$ cat src/rtl/shiftrows_pipe.sv
// Rijndael ShiftRows / InvShiftRows for Nb = 4, 6 or 8 columns, followed by an elastic
// valid/ready register pipeline of STAGES entries that carries the mode tag with each block.
module shiftrows_pipe #(
    parameter int unsigned NB     = 4,
    parameter int unsigned STAGES = 1
) (
    input  logic             clk,
    input  logic             rst,
    input  logic             i_valid,
    output logic             o_ready,
    input  logic [32*NB-1:0] i_block,
    input  logic             i_inv,
    output logic             o_valid,
    input  logic             i_ready,
    output logic [32*NB-1:0] o_block,
    output logic             o_inv
);

    localparam int unsigned W = 32 * NB;

    // Rijndael uses offsets 0,1,3,4 for 256-bit blocks; 0,1,2,3 otherwise.
    function automatic int unsigned row_shift(input int unsigned r);
        unique case (r)
            0:       return 0;
            1:       return 1;
            2:       return (NB == 8) ? 3 : 2;
            default: return (NB == 8) ? 4 : 3;
        endcase
    endfunction

    function automatic int unsigned src_col(input int unsigned c, input int unsigned r,
                                            input logic inv);
        if (inv) begin
            return (c + NB - row_shift(r)) % NB;
        end
        return (c + row_shift(r)) % NB;
    endfunction

    logic [W-1:0] perm;

    // Byte k = 4*c + r sits at the MSB end of the block.
    always_comb begin
        perm = '0;
        for (int unsigned c = 0; c < NB; c++) begin
            for (int unsigned r = 0; r < 4; r++) begin
                perm[W-1-8*(4*c+r) -: 8] = i_block[W-1-8*(4*src_col(c, r, i_inv)+r) -: 8];
            end
        end
    end

    // Index 0 is the pipeline input; index k+1 is the output of stage k.
    logic [STAGES:0]        vld;
    logic [STAGES:0][W-1:0] dat;
    logic [STAGES:0]        tag;
    logic [STAGES-1:0]      ready;
    logic                   rdy_acc;

    assign vld[0] = i_valid;
    assign dat[0] = perm;
    assign tag[0] = i_inv;

    // A stage can load if it or any stage downstream of it has room, or the sink accepts.
    always_comb begin
        rdy_acc = i_ready;
        ready   = '0;
        for (int k = STAGES - 1; k >= 0; k--) begin
            rdy_acc  = rdy_acc || !vld[k+1];
            ready[k] = rdy_acc;
        end
    end

    for (genvar k = 0; k < STAGES; k++) begin : g_stage
        logic         valid_q;
        logic [W-1:0] data_q;
        logic         inv_q;

        always_ff @(posedge clk) begin
            if (rst) begin
                valid_q <= 1'b0;
                data_q  <= '0;
                inv_q   <= 1'b0;
            end else if (ready[k]) begin
                valid_q <= vld[k];
                data_q  <= dat[k];
                inv_q   <= tag[k];
            end
        end

        assign vld[k+1] = valid_q;
        assign dat[k+1] = data_q;
        assign tag[k+1] = inv_q;
    end

    assign o_ready = ready[0];
    assign o_valid = vld[STAGES];
    assign o_block = dat[STAGES];
    assign o_inv   = tag[STAGES];

endmodule

$ cat config.mk
export PLATFORM = sky130hd
export DESIGN_NAME = shiftrows_pipe
export DESIGN_NICKNAME = d
export VERILOG_FILES = /design/src/rtl/shiftrows_pipe.sv
export SDC_FILE = /design/constraint.sdc
export NUM_CORES = 1
export LEC_CHECK = 0
export ABC_AREA = 0
export ABC_CLOCK_PERIOD_IN_PS = 2800
export BUFFER_PORTS_ARGS = -buffer_cell sky130_fd_sc_hd__buf_2
export CAP_MARGIN = 20
export CORE_ASPECT_RATIO = 1.5
export CORE_MARGIN = 2
export CORE_UTILIZATION = 33
export CTS_BUF_LIST = sky130_fd_sc_hd__clkbuf_4
export CTS_CLUSTER_DIAMETER = 30
export DETAILED_ROUTE_END_ITERATION = 7
export GPL_TIMING_DRIVEN = 0
export PLACE_DENSITY_LB_ADDON = 0.08
export SYNTH_ARGS = -nofsm -noshare
export SYNTH_HDL_FRONTEND = slang
export SYNTH_SLANG_ARGS = --single-unit
$ cat constraint.sdc
create_clock -name clk -period 2.8 [get_ports clk]
set_input_delay 0.56 -clock clk [delete_from_list [all_inputs] [get_ports clk]]
set_output_delay 0.56 -clock clk [all_outputs]
set_load 0.02 [all_outputs]
# Yosys cells after proc, flatten, opt, wreduce, memory -nomap -nowiden
# Cells that the tools add are included.
word_totals:
  ff_bits: 130
  in_bits: 133
  wordCells: 118
classes:
  addsub: 56
  shift: 16
  muxes: 41
  n_reduce_logical: 2
ops:
  columns: ["cell", "n"]
  rows:
  - ["indexed part select 135 x 33 -> 8 bit", 16]
  - ["subtractor 7 x 32 -> 32 bit (first input constant)", 16]
  - ["two-way mux 27 bit", 16]
  - ["adder 29 x 2 -> 29 bit (second input constant)", 8]
  - ["adder 29 x 1 -> 29 bit (second input constant)", 4]
  - ["two-way mux 2 bit", 24]
  - ["adder 2 bit (first input constant)", 8]
  - ["subtractor 1 x 2 -> 2 bit (first input constant)", 8]
  - ["subtractor 2 bit (first input constant)", 8]
  - ["adder 1 x 2 -> 2 bit (first input constant)", 4]
  - ["zero test 1 bit", 1]
  - ["logical OR 1 bit", 1]
  - ["two-way mux 1 bit", 1]

# Logic depth before layout (Yosys ltp)
# Gate-level depths: netlist (run 1).
depth:
  word_depth: 7
  ltp_mapped: 6
  mapped_depth_nobuf: 4

# Worst setup path before layout (run 1)
# OpenSTA, ideal clock, no wires.
synth_timing:
  path_kind: "input-to-output"
  startpoint: "input i_ready"
  endpoint: "output o_ready"
  arrival_ps: 1073
  required_ps: 2240
  slack_ps: 1167
  stages: 4
  path_cell_list: "nor2b_4 inv_2 buf_6 buf_2"
synth_via:
  elab_chain_cells: 1
synth_lines:
  columns: ["element", "line", "source"]
  rows:
  - ["start: declaration", "14", "input logic i_ready,"]
  - ["logical OR 1 bit", "67", "rdy_acc = rdy_acc || !vld[k+1];"]
  - ["end: declaration", "10", "output logic o_ready,"]
# No other way between the ends.

# Worst setup path after layout (run 1)
layout_timing:
  startpoint: "register g_stage[0].valid_q (netlist: o_valid)"
  endpoint: "output o_ready"
layout_via:
  elab_chain_cells: 2
layout_lines:
  columns: ["element", "line", "source"]
  rows:
  - ["start: declaration", "73", "logic valid_q;"]
  - ["start signal: assignment", "83", "valid_q <= vld[k];"]
  - ["zero test 1 bit", "67", null]
  - ["logical OR 1 bit", "67", null]
# No other way between the ends.

==> flow_summary.yaml, run 1 <==
synth:
  ys_ff_latch: 130
  yosys-top-cells-area: "dfxtp_1, buf_4, a211oi_2"
  ys_seq_area_frac: 0.410
  yosys_warnings: 0
  syn_nets: 831
  avgSynthCellArea_um2: 9.09
  synth_top_area_share: 0.410
  synth_top_area_cell: "dfxtp_1"
  syn_area_um2: 6340
  synthCells: 698
  ys_types: 14
global_route:
  grtUsageMet1: 0.181
  grt_max_degree: 17
  grt_pass1_vias: 5510
  busiest_layer: "met2"
  overflow: 0
  gr-usage-met3: 0.0699
  grt_use_met2: 0.308
  grt_first_pass_wirelength_mm: 27.3
  grt_antenna_before_repair: 1
  track_usage: 0.173
clock_tree:
  cts-buffers-inserted: 17
  h-tree-depth: 4
  clkLatencyLatePin_ps: 540
  postCtsSetupRepairBufs: 0
  cts.reportedPaths.clkPinSlew_ps: 120
  clk_path_buf_depth: 2
  clock-sinks: 130
  cts-resized-gates: 0
  cts_root_buffer: "clkbuf_4"
  cts_hold_buf: 0
  cts_tree: "built"
worst_setup_path:
  cp-end-kind: "output port"
  crit_path_start_kind: "register"
  rrSetupSlack_ps: 1460
  rr_startpoint: "o_valid$_SDFFE_PP0P_"
  cp.arrival_ps: 1780
  required_ps: 2240
  crit_start: "o_valid$_SDFFE_PP0P_"
  path_class: "register to output port"
  cp_max_fo: 10
floorplan:
  core-area_um2: 19000
  num_rows: 62
  die_y_um: 174
  die_area_um2: 20400
  initial_utilization: 0.334
  die_width_um: 117
  pin_count: 264
detailed_routing:
  drt_wl_total_mm: 17.5
  dr.pass1.iters: 4
  drcViolationCount: 0
  drt_iter0_drc: 124
  wire_per_inst_um: 14.0
  ant_nets: 0
  vias: 5420
  detail_route.vias_per_cell: 4.34
placement:
  dp_hpwl_mm: 13.6
  port_buffers: 261
  gp_congestion: 0.740
  dp_slack_ps: 673
  dpl_cell_area_um2: 7970
sta:
  period_minus_slack_ps: 2340
  setup_ws_ps: 456
  tns_ps: 0
  max-slew-margin-rel: 0.512
  fmax_mhz: 427
  slew_viol_final: 0
  hold_violations: 0
  setup-violations-final: 0
  skew_ps: 15.3
  rsz0062_at_grt: "no"
  fin_crit_sh: 0.837
  worstMarginPinSlew_ps: 732
finish:
  nNetsFinal: 1111
  layout_commonest_cell: "buf_2"
  synthToLayoutAreaGrowth_pct: 29.9
  drive_above_1_share: 0.524
  fin_area_um2: 8240
  mostFrequentLayoutCells: "buf_2, buf_4, nand2_1, dfxtp_1, nor2_1"
power:
  power.leakage_nw: 4.27
  vdd_drop_max_mv: 0.301
  p_per_area_nw_per_um2: 520
hold_path:
  hp-start: "i_valid"
  hp-class: "input port to register"
run_status:
  status: "finished clean"
flow_run:
  drv_cap: 0
-- through the flow --
stage / util / std cells / hold slack (ps) / total power (W)
4_1_cts: 0.433 / 1247 / 170 / 0.00437
5_1_grt: 0.433 / 1249 / 159 / 0.00454
2_1_floorplan: - / 698 / 432 / 0.00277
6_report: 0.433 / 1249 / 229 / 0.00428
3_3_place_gp: 0.419 / 1215 / 439 / 0.00310
3_5_place_dp: 0.419 / 1215 / 443 / 0.00311
-- path summary, 6_finish.rpt --
path,endpoint,cells after the start
setup / recovery,o_ready,5
hold reg to reg,o_block[56]$_SDFFE_PP0P_,2
setup reg to reg,o_block[24]$_SDFFE_PP0P_,5
hold / removal,o_valid$_SDFFE_PP0P_,3
-- flip-flops by register name (all words and copies together), names as in the netlist --
name and cells:
o_block 128, o_valid 1, o_inv 1
-- cell usage after synthesis, drive strengths merged --
master / instances
clkbuf: 7
a21oi: 65
nor2b: 1
inv: 1
buf: 170
nor2: 66
nand2: 130
dfxtp: 130
a211oi: 64
mux2i: 64
-- metal layers --
layer  vias up  wire [um]  part of all wire
met5         -          0                 0
met4         0        278             0.016
met3        21       1550             0.088
met2       186       8870              0.51
met1      2454       6840              0.39
li1       2759          -                 -
-- worst max-delay path, cell delays in order (launching register included) --
cell,delay (ps)
dfxtp_1,330
nor2b_4,150
inv_2,90
buf_6,150
buf_2,300
buf_2,230
-- power by group --
group | total (W) | internal (W) | leakage, nW | switching, W
Sequential | 0.00205 | 0.00199 | 1.08 | 0.0000664
Clock | 0.00124 | 0.000460 | 0.147 | 0.000779
Combinational | 0.000993 | 0.000467 | 3.04 | 0.000527
-- cell families after synthesis --
family,Yosys count,synth area share
mux,64,0.101
flops,130,0.410
simple gates,197,0.118
compound gates,129,0.174
buf+inv,178,0.197
-- cell type report --
cell class,count,area (um^2)
flip-flops and latches,130,2600
diodes,2,5.00
clock buffers,18,135
fillers,2045,10800
well taps,256,320
clock inverters,14,128
repair buffers,261,1310
multi-input cells,390,2490
plain buffers,177,1240
inverters,1,3.75
Note: power is estimated with default switching activity, not from simulation.
==> inputs of run 2 (changes only) <==
--- a/config.mk
+++ b/config.mk
@@ -5,8 +5,8 @@
 export SDC_FILE = /design/constraint.sdc
 export NUM_CORES = 1
 export LEC_CHECK = 0
-export ABC_AREA = 0
-export ABC_CLOCK_PERIOD_IN_PS = 2800
+export ABC_AREA = 1
+export ABC_CLOCK_PERIOD_IN_PS = 2320
 export BUFFER_PORTS_ARGS = -buffer_cell sky130_fd_sc_hd__buf_2
 export CAP_MARGIN = 20
 export CORE_ASPECT_RATIO = 1.5
==> constraint.sdc (replaced) <==
create_clock -name clk -period 2.32 [get_ports clk]
set_input_delay 0.464 -clock clk [delete_from_list [all_inputs] [get_ports clk]]
set_output_delay 0.464 -clock clk [all_outputs]
set_load 0.02 [all_outputs]
==> run 2 against run 1 <==
Effect of this change:
- global-route usage increased by 1.3 points
- cell count grew 39%
- routed wire length is 20% higher
- worst setup slack worse by 270 ps
- first-iteration DRC count is 130% higher
- clock power increased by 40%
- critical path depth increased by 1
- sequential share of layout area decreased by 3.0 points
- combinational power is 41% higher
- sequential cell count unchanged
- critical endpoint unchanged
==> flow_summary.yaml, run 2 <==
sta:
  slew_viol_final: 0
  skew_ps: 15.7
  period_minus_slack_ps: 2140
  fmax_mhz: 468
  holdWs_ps: 94.3
  fin_crit_sh: 0.922
  worstMarginPinSlew_ps: 567
  setup-violations-final: 0
  max-slew-margin-rel: 0.622
  hold_violations: 0
detailed_routing:
  drcViolationCount: 0
  vias: 7039
  ant_nets: 0
  route.met2.wl_mm: 10.8
  drt_iter0_drc: 284
  wl_met3_mm: 1.51
  wire_per_inst_um: 12.2
  dr.pass1.iters: 5
  detail_route.vias_per_cell: 4.07
  wl_met1_mm: 8.38
  topRoutingLayerUsed: "met4"
  drt_wl_total_mm: 21.1
synth:
  avgSynthCellArea_um2: 6.11
  yosys-top-cells-area: "dfxtp_1, nand2_1, buf_4"
  synthXorXnorAreaFrac: 0
  muxShareOfSynthArea: 0
  synthCells: 1164
  yosys_warnings: 0
  syn_area_um2: 7110
  synth_top_area_share: 0.366
  yosysMostFrequentCell: "nand2_1"
  synthFlopType: "dfxtp_1"
  ys_seq_area_frac: 0.366
  synth_top_area_cell: "dfxtp_1"
  synth_compound_area_frac: 0
  synth_top_family_by_area: "simple AND/OR/NAND/NOR gates"
  syn_nets: 1297
  async_flop_share: 0
  yosys.area_share.simple: 0.387
  synth-adder-area-share: 0
  ys_types: 11
  synthTopCellsByCount: "nand2_1, nor2_1, buf_4"
  ys_ff_latch: 130
  synth-edff-count: 0
finish:
  layout_commonest_cell: "nand2_1"
  synthToLayoutAreaGrowth_pct: 28.1
  final_core_util: 0.433
  drive_above_1_share: 0.314
  nNetsFinal: 1582
  largest_reg_flops: 128
  mostFrequentLayoutCells: "nand2_1, buf_2, nor2_1, buf_4, inv_1"
worst_setup_path:
  crit_start: "o_valid$_SDFFE_PP0P_"
  cp-end-kind: "output port"
  path_class: "register to output port"
  cp_max_fo: 10
  rr_startpoint: "o_valid$_SDFFE_PP0P_"
  timing.rr.end: "o_block[118]$_SDFFE_PP0P_"
  cp-endpoint: "o_ready"
  rrSetupSlack_ps: 880
  required_ps: 1860
  cp.arrival_ps: 1680
  r2r_cells: 7
  crit_path_start_kind: "register"
floorplan:
  die_area_um2: 22800
  core-area_um2: 21100
  num_rows: 65
  die_width_um: 124
  initial_utilization: 0.338
  pin_count: 264
  die_y_um: 184
clock_tree:
  clk_path_buf_depth: 2
  cts_tree: "built"
  cts_root_buffer: "clkbuf_4"
  clock-sinks: 130
  cts-buffers-inserted: 17
  clkLatencyLatePin_ps: 550
  cts.reportedPaths.clkPinSlew_ps: 120
  h-tree-depth: 4
power:
  power.switching_w: 0.00184
  p_per_area_nw_per_um2: 617
  clockPowerShare: 0.308
  power.leakage_nw: 5.28
  p_seq_frac: 0.443
  switching_share: 0.327
  internal_power_w: 0.00378
  comb_power_share: 0.249
  vdd_drop_max_mv: 0.264
global_route:
  track_usage: 0.186
  grt_max_degree: 17
  grt_first_pass_wirelength_mm: 32.6
  grt_antenna_before_repair: 1
  overflow: 0
  grt_pass1_vias: 6717
placement:
  port_buffers: 263
  dp_hpwl_mm: 16.5
  gp_congestion: 0.840
hold_path:
  hp-class: "input port to register"
flow_run:
  drv_cap: 0
run_status:
  status: "finished clean"
==> run 2: cell types whose count changed in the layout (fill, tap and decap cells not counted), moves of 6 or more <==
cell      before  now
a211oi_2      59    0
a21oi_1       65    0
buf_1          5   11
buf_4        132  141
buf_6          7    1
clkbuf_1       7   20
inv_1          0  132
mux2i_1       64    0
nand2_1      130  386
nand3_1        0   64
nor2_1        66  260
==> run 2: cell type report <==
cell class	instances	area (um^2)
clock buffer	18	135
clock inverter	14	179
antenna	1	2.50
timing repair buffer	266	1340
buffer	189	1260
tap	268	335
multi-input combinational	711	2760
sequential	130	2600
inverter	134	503
fill	2365	12000
==> run 2: power by group through the flow <==
stage | logic (W) | registers (W) | clock network [W]
finish | 0.00140 | 0.00249 | 0.00173
global route | 0.00157 | 0.00251 | 0.00190
CTS | 0.00142 | 0.00249 | 0.00182
detailed placement | 0.00141 | 0.00254 | 0
global placement | 0.00141 | 0.00254 | 0
floorplan | 0.000962 | 0.00252 | 0
==> run 2: logic make-up (layout without fill, tap and decap cells) <==
| family | after synthesis | in the layout |
|---|---|---|
| DFF | 130 | 130 |
| and+or+nand+nor | 711 | 711 |
| other | 0 | 1 |
| buffers and inverters | 323 | 621 |
==> run 2: layer usage <==
layer | vias to the layer above | global-route usage
met4 | 0 | 0.0614
met5 | - | 0
met2 | 200 | 0.348
li1 | 3829 | -
met1 | 2986 | 0.198
met3 | 24 | 0.0475
==> run 2: worst max-delay path, cell delays in order, from the launching register on <==
cell and delay (ps):
dfxtp_1 360, inv_1 70, nor2_4 160, buf_6 170, buf_4 180, inv_1 40
buf_2 150
==> run 2: how the worst min path moves through the flow <==
stage	start	end	slack, ps	cells past startpoint
2_1_floorplan	o_block[104]$_SDFFE_PP0P_	o_block[104]$_SDFFE_PP0P_	490	4
3_3_place_gp	o_block[44]$_SDFFE_PP0P_	o_block[44]$_SDFFE_PP0P_	500	4
4_1_cts	rst	o_valid$_SDFFE_PP0P_	20	2
3_5_place_dp	o_inv$_SDFFE_PP0P_	o_inv$_SDFFE_PP0P_	500	4
6_report	rst	o_valid$_SDFFE_PP0P_	90	2
5_1_grt	rst	o_valid$_SDFFE_PP0P_	30	2
==> run 2: timing repair <==
| action | in CTS | in global routing |
|---|---|---|
| pin swaps | 0 | 1 |
| setup endpoints to repair | 1 | 1 |
| gates resized for setup | 1 | 1 |
| setup buffers | 0 | 3 |
| hold buffers | 0 | 0 |
==> run 2: metrics by stage <==
stage / cells / total power, W / area [um^2] / TNS [ps] / setup WS, ps
finish: 1731 / 0.00562 / 9110 / 0 / 181
global route: 1731 / 0.00598 / 9110 / -8.63 / -8.63
CTS: 1727 / 0.00573 / 9080 / 0 / 18.2
detailed placement: 1695 / 0.00395 / 8760 / 0 / 371
global placement: 1695 / 0.00394 / 8760 / 0 / 352
floorplan: 1164 / 0.00348 / 7110 / 0 / 754
